### config.mk
export PLATFORM = sky130hd
export DESIGN_NAME = pilha_parametrizada
export DESIGN_NICKNAME = d
export VERILOG_FILES = /design/src/rtl/pilha_parametrizada.sv
export SDC_FILE = /design/constraint.sdc
export NUM_CORES = 1
export LEC_CHECK = 0
export CAP_MARGIN = 20
export CORE_UTILIZATION = 34
export DETAILED_ROUTE_END_ITERATION = 16
export DONT_BUFFER_PORTS = 1
export REMOVE_ABC_BUFFERS = 1
export SYNTH_ARGS = -nofsm -noshare
export SYNTH_HDL_FRONTEND = slang
export SYNTH_SLANG_ARGS = --single-unit
### constraint.sdc
create_clock -name clk -period 3.1 [get_ports clk]
set_clock_uncertainty 0.2 [all_clocks]
set_input_delay 0.62 -clock clk [delete_from_list [all_inputs] [get_ports clk]]
set_output_delay 0.62 -clock clk [all_outputs]
set_load 0.01 [all_outputs]
### src/rtl/pilha_parametrizada.sv
`default_nettype none
// ============================================================================
//  Module   : pilha_parametrizada
//  Purpose  : Parametrised LIFO stack with show-ahead top-of-stack output,
//             same-cycle push+pop (replace top), occupancy count,
//             almost-full flag and sticky overflow/underflow error flags.
//             Sits between the controller and the datapath and holds PC
//             return addresses or operands.
//  Options  : PILHA_WRAP_EN - when defined, a push while full overwrites the
//             oldest entry (circular return-address stack). When undefined,
//             the pushed data is dropped and the stack is left unchanged.
//  Ports    : clk          - clock; all state changes on the rising edge
//             rst_n        - synchronous reset, active low
//             push, pop    - operation select {push,pop}
//             data_in      - data to push or to replace the top with
//             clr_err      - clears the sticky error flags
//             data_out     - current top entry, 0 while empty
//             empty, full  - count == 0 / count == DEPTH
//             almost_full  - count >= AF_LEVEL
//             count        - number of valid entries
//             overflow     - sticky: push while full without a pop
//             underflow    - sticky: pop while empty
//  Revision : 1.0 - initial release
// ============================================================================
module pilha_parametrizada #(
  parameter int DATA_W   = 8,
  parameter int DEPTH    = 8,
  parameter int AF_LEVEL = DEPTH - 1
) (
  input  logic                       clk,
  input  logic                       rst_n,
  input  logic                       push,
  input  logic                       pop,
  input  logic [DATA_W-1:0]          data_in,
  input  logic                       clr_err,
  output logic [DATA_W-1:0]          data_out,
  output logic                       empty,
  output logic                       full,
  output logic                       almost_full,
  output logic [$clog2(DEPTH+1)-1:0] count,
  output logic                       overflow,
  output logic                       underflow
);

  localparam int C_CNT_W = $clog2(DEPTH + 1);
  localparam int C_PTR_W = $clog2(DEPTH);

  localparam logic [C_CNT_W-1:0] C_DEPTH_CNT = C_CNT_W'(DEPTH);
  localparam logic [C_CNT_W-1:0] C_AF_CNT    = C_CNT_W'(AF_LEVEL);

  // Storage is deliberately not reset; validity is tracked by r_count.
  logic [DATA_W-1:0]  r_mem [DEPTH];
  logic [C_PTR_W-1:0] r_sp;
  logic [C_CNT_W-1:0] r_count;
  logic               r_overflow;
  logic               r_underflow;

  logic               w_empty;
  logic               w_full;
  logic [C_PTR_W-1:0] w_top_idx;

  // Empty/full come from the count: in wrap mode sp alone cannot tell them apart.
  assign w_empty   = (r_count == '0);
  assign w_full    = (r_count == C_DEPTH_CNT);
  assign w_top_idx = r_sp - 1'b1;

  always_ff @(posedge clk) begin
    if (!rst_n) begin
      r_sp        <= '0;
      r_count     <= '0;
      r_overflow  <= 1'b0;
      r_underflow <= 1'b0;
    end else begin
      // Clear first so an error detected in this cycle overrides it below.
      if (clr_err) begin
        r_overflow  <= 1'b0;
        r_underflow <= 1'b0;
      end

      case ({push, pop})
        2'b10: begin
          if (!w_full) begin
            r_mem[r_sp] <= data_in;
            r_sp        <= r_sp + 1'b1;
            r_count     <= r_count + 1'b1;
          end else begin
`ifdef PILHA_WRAP_EN
            // Overwrite the oldest slot; count saturates at DEPTH.
            r_mem[r_sp] <= data_in;
            r_sp        <= r_sp + 1'b1;
`endif
            r_overflow  <= 1'b1;
          end
        end

        2'b01: begin
          if (!w_empty) begin
            r_sp    <= r_sp - 1'b1;
            r_count <= r_count - 1'b1;
          end else begin
            r_underflow <= 1'b1;
          end
        end

        2'b11: begin
          if (!w_empty) begin
            // Replace the top in place; occupancy unchanged, so no overflow even when full.
            r_mem[w_top_idx] <= data_in;
          end else begin
            // Nothing to pop: the push half still goes through.
            r_mem[r_sp] <= data_in;
            r_sp        <= r_sp + 1'b1;
            r_count     <= r_count + 1'b1;
            r_underflow <= 1'b1;
          end
        end

        default: begin
        end
      endcase
    end
  end

  assign data_out    = w_empty ? '0 : r_mem[w_top_idx];
  assign empty       = w_empty;
  assign full        = w_full;
  assign almost_full = (r_count >= C_AF_CNT);
  assign count       = r_count;
  assign overflow    = r_overflow;
  assign underflow   = r_underflow;

endmodule
`default_nettype wire

# After elaboration in Yosys (flattened, before gate mapping)
# Memory sizes are Yosys's and may differ from the RTL's.
# Cells that the tools add are included.
op_classes:
  addsub: 4
  magnitude_cmp: 1
  n_eq_ne: 7
  n_mux: 31
  n_reduce_logical: 5
  n_bitwise: 1
ops:
  columns: ["cell", "n"]
  rows:
  - ["2-to-1 mux 8 bit", 3]
  - ["2-to-1 mux 1 bit", 19]
  - ["2-to-1 mux 3 bit", 4]
  - ["2-to-1 mux 4 bit", 3]
  - ["case mux 4 bit (3 select lines)", 1]
  - ["case mux 3 bit (3 select lines)", 1]
  - ["OR reduction 8 bit", 1]
  - ["!= test 2 bit (second input constant)", 3]
  - ["adder 4 x 1 -> 4 bit (second input constant)", 1]
  - ["equality test 2 bit (second input constant)", 2]
  - ["equality test 4 bit (second input constant)", 1]
  - ["greater-or-equal comparator 4 x 3 -> 1 bit (second input constant)", 1]
  - ["zero test 4 bit", 1]
  - ["AND reduction 4 bit", 1]
  - ["subtractor 4 x 1 -> 4 bit (second input constant)", 1]
  - ["adder 3 x 1 -> 3 bit (second input constant)", 1]
  - ["nonzero test 3 bit", 1]
  - ["subtractor 3 x 1 -> 3 bit (second input constant)", 1]
  - ["equality test 2 x 1 -> 1 bit (second input constant)", 1]
  - ["OR reduction 2 bit", 1]
  - ["OR 1 bit", 1]
word_totals:
  inputBits: 13
  n_memories: 1
  output_inout_bits: 17
  ram_bits: 64
  ff_bits: 9
  elab_cells: 54
memory_table:
  columns: ["name", "depth", "word_bits", "read_ports", "rd_clocked_by_memory_dff", "write_ports", "line", "text"]
  rows:
  - ["r_mem", 8, 8, 1, 0, 1, "52", "logic [DATA_W-1:0] r_mem [DEPTH];"]

# Longest topological paths before layout
depth:
  depth_word: 7
  mapped_depth: 8
  mapped_depth_nobuf: 7

# Least setup slack after synthesis
# OpenSTA, ideal clock, no wires.
synth_timing:
  path_kind: "register to output"
  start: "reg r_sp[0]"
  end: "out data_out[1]"
  required_ns: 2.280
  n_path_buf: 2
  t_arrival_ns: 1.819
  path_slack_ns: 0.461
  stages_incl_launch_ff: 8
  cell_sequence: "dfxtp_1 -> buf_4 -> inv_1 -> ha_1 -> buf_1 -> mux4_2 -> nand2_1 -> a21oi_1"
synth_via:
  elab_chain_cells: 3
synth_rtl:
  columns: ["element", "line", "text"]
  rows:
  - ["from (decl)", "53", "logic [C_PTR_W-1:0] r_sp;"]
  - ["from (signal assigned)", "84", "r_sp <= r_sp + 1'b1;"]
  - ["from (signal assigned)", "98", "r_sp <= r_sp - 1'b1;"]
  - ["from (signal assigned)", "112", "r_sp <= r_sp + 1'b1;"]
  - ["subtractor 3 x 1 -> 3 bit", "65", "assign w_top_idx = r_sp - 1'b1;"]
  - ["memory (8 x 8 bit)", null, null]
  - ["2-to-1 mux 8 bit", "124", "assign data_out = w_empty ? '0 : r_mem[w_top_idx];"]
  - ["to (decl)", "36", "output logic [DATA_W-1:0] data_out,"]
# Every way passes these cells.

# Worst setup path in the final report
layout_timing:
  start: "reg r_sp[1]"
  end: "out data_out[0]"
# The elaborated chain is that of the path after synthesis.

==> flow_summary.ini <==
[finish]
regArea_um2 = 2100
drive_gt1_frac = 0.216
design_area_um2 = 3730
syn2layout_area_growth_pct = 12.0
stdcell_count = 379
final_util = 0.398
fill_cells = 894
n_antenna_cell = 0
final_nets = 263
multi_input_area_um2 = 1100

[yosys]
synth.most_common_cell = edfxtp_1
yosys.area.top_type = edfxtp_1
yosys_warnings = 0
ys_top_cells_by_count = edfxtp_1, nand2_1, mux4_2
yosys.cell_types.count = 43
postSynthCellCount = 232
async_flop_share = 0
synth_ff_type = edfxtp_1
synth_area_um2 = 3330
synth_edf_count = 64
synth.top_cell.area_share = 0.577
ys_top_cells_by_area = edfxtp_1, mux4_2, dfxtp_1
synth_seq_cells = 73
ys_seq_area_frac = 0.632
syn_avg_cell_area_um2 = 14.3

[global_route]
grtUsageMet3 = 0.0333
grt_max_degree = 21
grt_pass1_wl_um = 10900
grt_use_met1 = 0.183
antenna_found_initial = 0
met2_usage = 0.246
grt_usage = 0.147
gr-total-overflow = 0
top_usage_layer = met2
grt_pass1_vias = 2083

[detailed_routing]
wl_um = 6740
routedWlPerCell_um = 17.8
final_antenna_net_count = 0
drtIter0Drc = 85
vias_per_cell = 5.18
dr.pass1.iters = 4
drc = 0
vias = 1965

[power_and_ir_drop]
ir_drop_v = 0.000333
power_density_nw_per_um2 = 976
power_mw = 3.64
p_leak_nw = 1.23

[sta]
fmax_mhz = 340
hold_viol = 0
setup_viol = 0
slew-limit-headroom = 0.397
report.final.slew_viol_count = 0
tns_ns = 0
postLayoutSetupSlackWorst_ns = 0.159
post-route-min-period_ns = 2.94
hold_slack_ns = 0.154
period_share = 0.949
rsz0062_at_grt = false
max_slew.worst_pin.slew_ns = 0.901

[critical_path]
crit_path_top_delay_cell = ha_1
path_cells = inv_1 -> ha_1 -> buf_6 -> mux4_2 -> nand2_1 -> a21oi_1 -> buf_4
startpoint_type = flip-flop
worstSetupPathType = reg -> out
critical_path_buf_inv_count = 3
critPathTopFamily = buffers and inverters
end_kind = output pin
cp_max_fo = 10
slowest_delay_ns = 0.43
worst-endpoint-arrival_ns = 2.12
cp.required_ns = 2.28

[place]
dp_hpwl_um = 4270
placed_area_um2 = 3510
place_worst_setup_slack_ns = 0.359
io_buffers = 0
place_inst = 363
place_congestion = 0.871

[cts]
htree_num_levels = 3
clock_latency_ns = 0.35
clk_pin_slew_ns = 0.09
root_buffer = clkbuf_8
cts_buffers = 9
cts-root-to-sink-buffers = 2
cts_tree = built
clock_sinks = 73
cts_hold_buf = 0

[floorplanning]
num_rows = 35
fp.dieW_um = 101
die_y_um = 101
io_pins = 30
core_area_um2 = 9370
initial_core_util = 0.355
dieArea_um2 = 10200

[hold_path]
min_path_type = in -> reg

[run]
cap_violations = 0

[run_status]
status = complete, no violations
## worst paths after layout
check,startpoint,end,slack (ns),cells past startpoint
min reg2reg,r_sp[1],r_sp[1],0.39,2
max reg2reg,r_sp[1],r_mem[1][4],0.34,6
min,data_in[1],r_mem[7][1],0.15,0
max,r_sp[1],data_out[0],0.16,7
## placed cells by master, fill, tap and decap left out, types with 2 or more instances in the layout
master and count:
a211oi_1 2, a21oi_1 15, and2_1 4, and4_1 2, buf_4 14, clkbuf_8 9, dfxtp_1 9, edfxtp_1 64
ha_1 4, inv_1 9, inv_6 4, mux4_2 16, nand2_1 25, nand2b_1 5, nand3_1 5, nor2_1 12
nor2b_1 2, nor3_1 8, nor4_1 6, o211ai_1 2, o21ai_0 3, o31a_1 2, o31ai_1 2, xnor2_1 3
## cell families after synthesis
group                    share of synthesized area
flip-flops                                   0.632
multiplexers                                 0.111
AND/OR/NAND/NOR                              0.114
AO/OA/AOI/OAI                               0.0737
XOR/XNOR                                    0.0105
buffers and inverters                       0.0380
adder cells (fa/ha/maj)                     0.0211
## per-layer routing
metal  vias up  share of wire
met4         0          0.020
li1        921              -
met3        14          0.049
met2        58           0.49
met1       972           0.44
met5         -              0
## power breakdown
part / total, mW / leakage [nW] / internal [mW] / switching, mW
sequential: 1.26 / 0.652 / 1.18 / 0.0754
clock: 0.780 / 0.103 / 0.388 / 0.391
combinational: 1.60 / 0.479 / 0.708 / 0.894
## area by class of cell
class                      instances  share of cell area
sequential                        73               0.564
multi-input combinational        136               0.296
tap                              129              0.0433
clock buffer                       9              0.0332
timing repair buffer              15              0.0312
clock inverter                     7              0.0225
inverter                          10              0.0101
## state kept, by name (all words and copies together) (netlist names)
register / flops
underflow: 1
r_mem: 64
overflow: 1
count: 4
r_sp: 3
## repair_timing
| action | 4_1_cts | 5_1_grt |
|---|---|---|
| endpoints found under the setup margin | 0 | 5 |
| setup buffers | 0 | 0 |
| resized for setup | 0 | 3 |
Note: power is estimated with default switching activity, not from simulation.
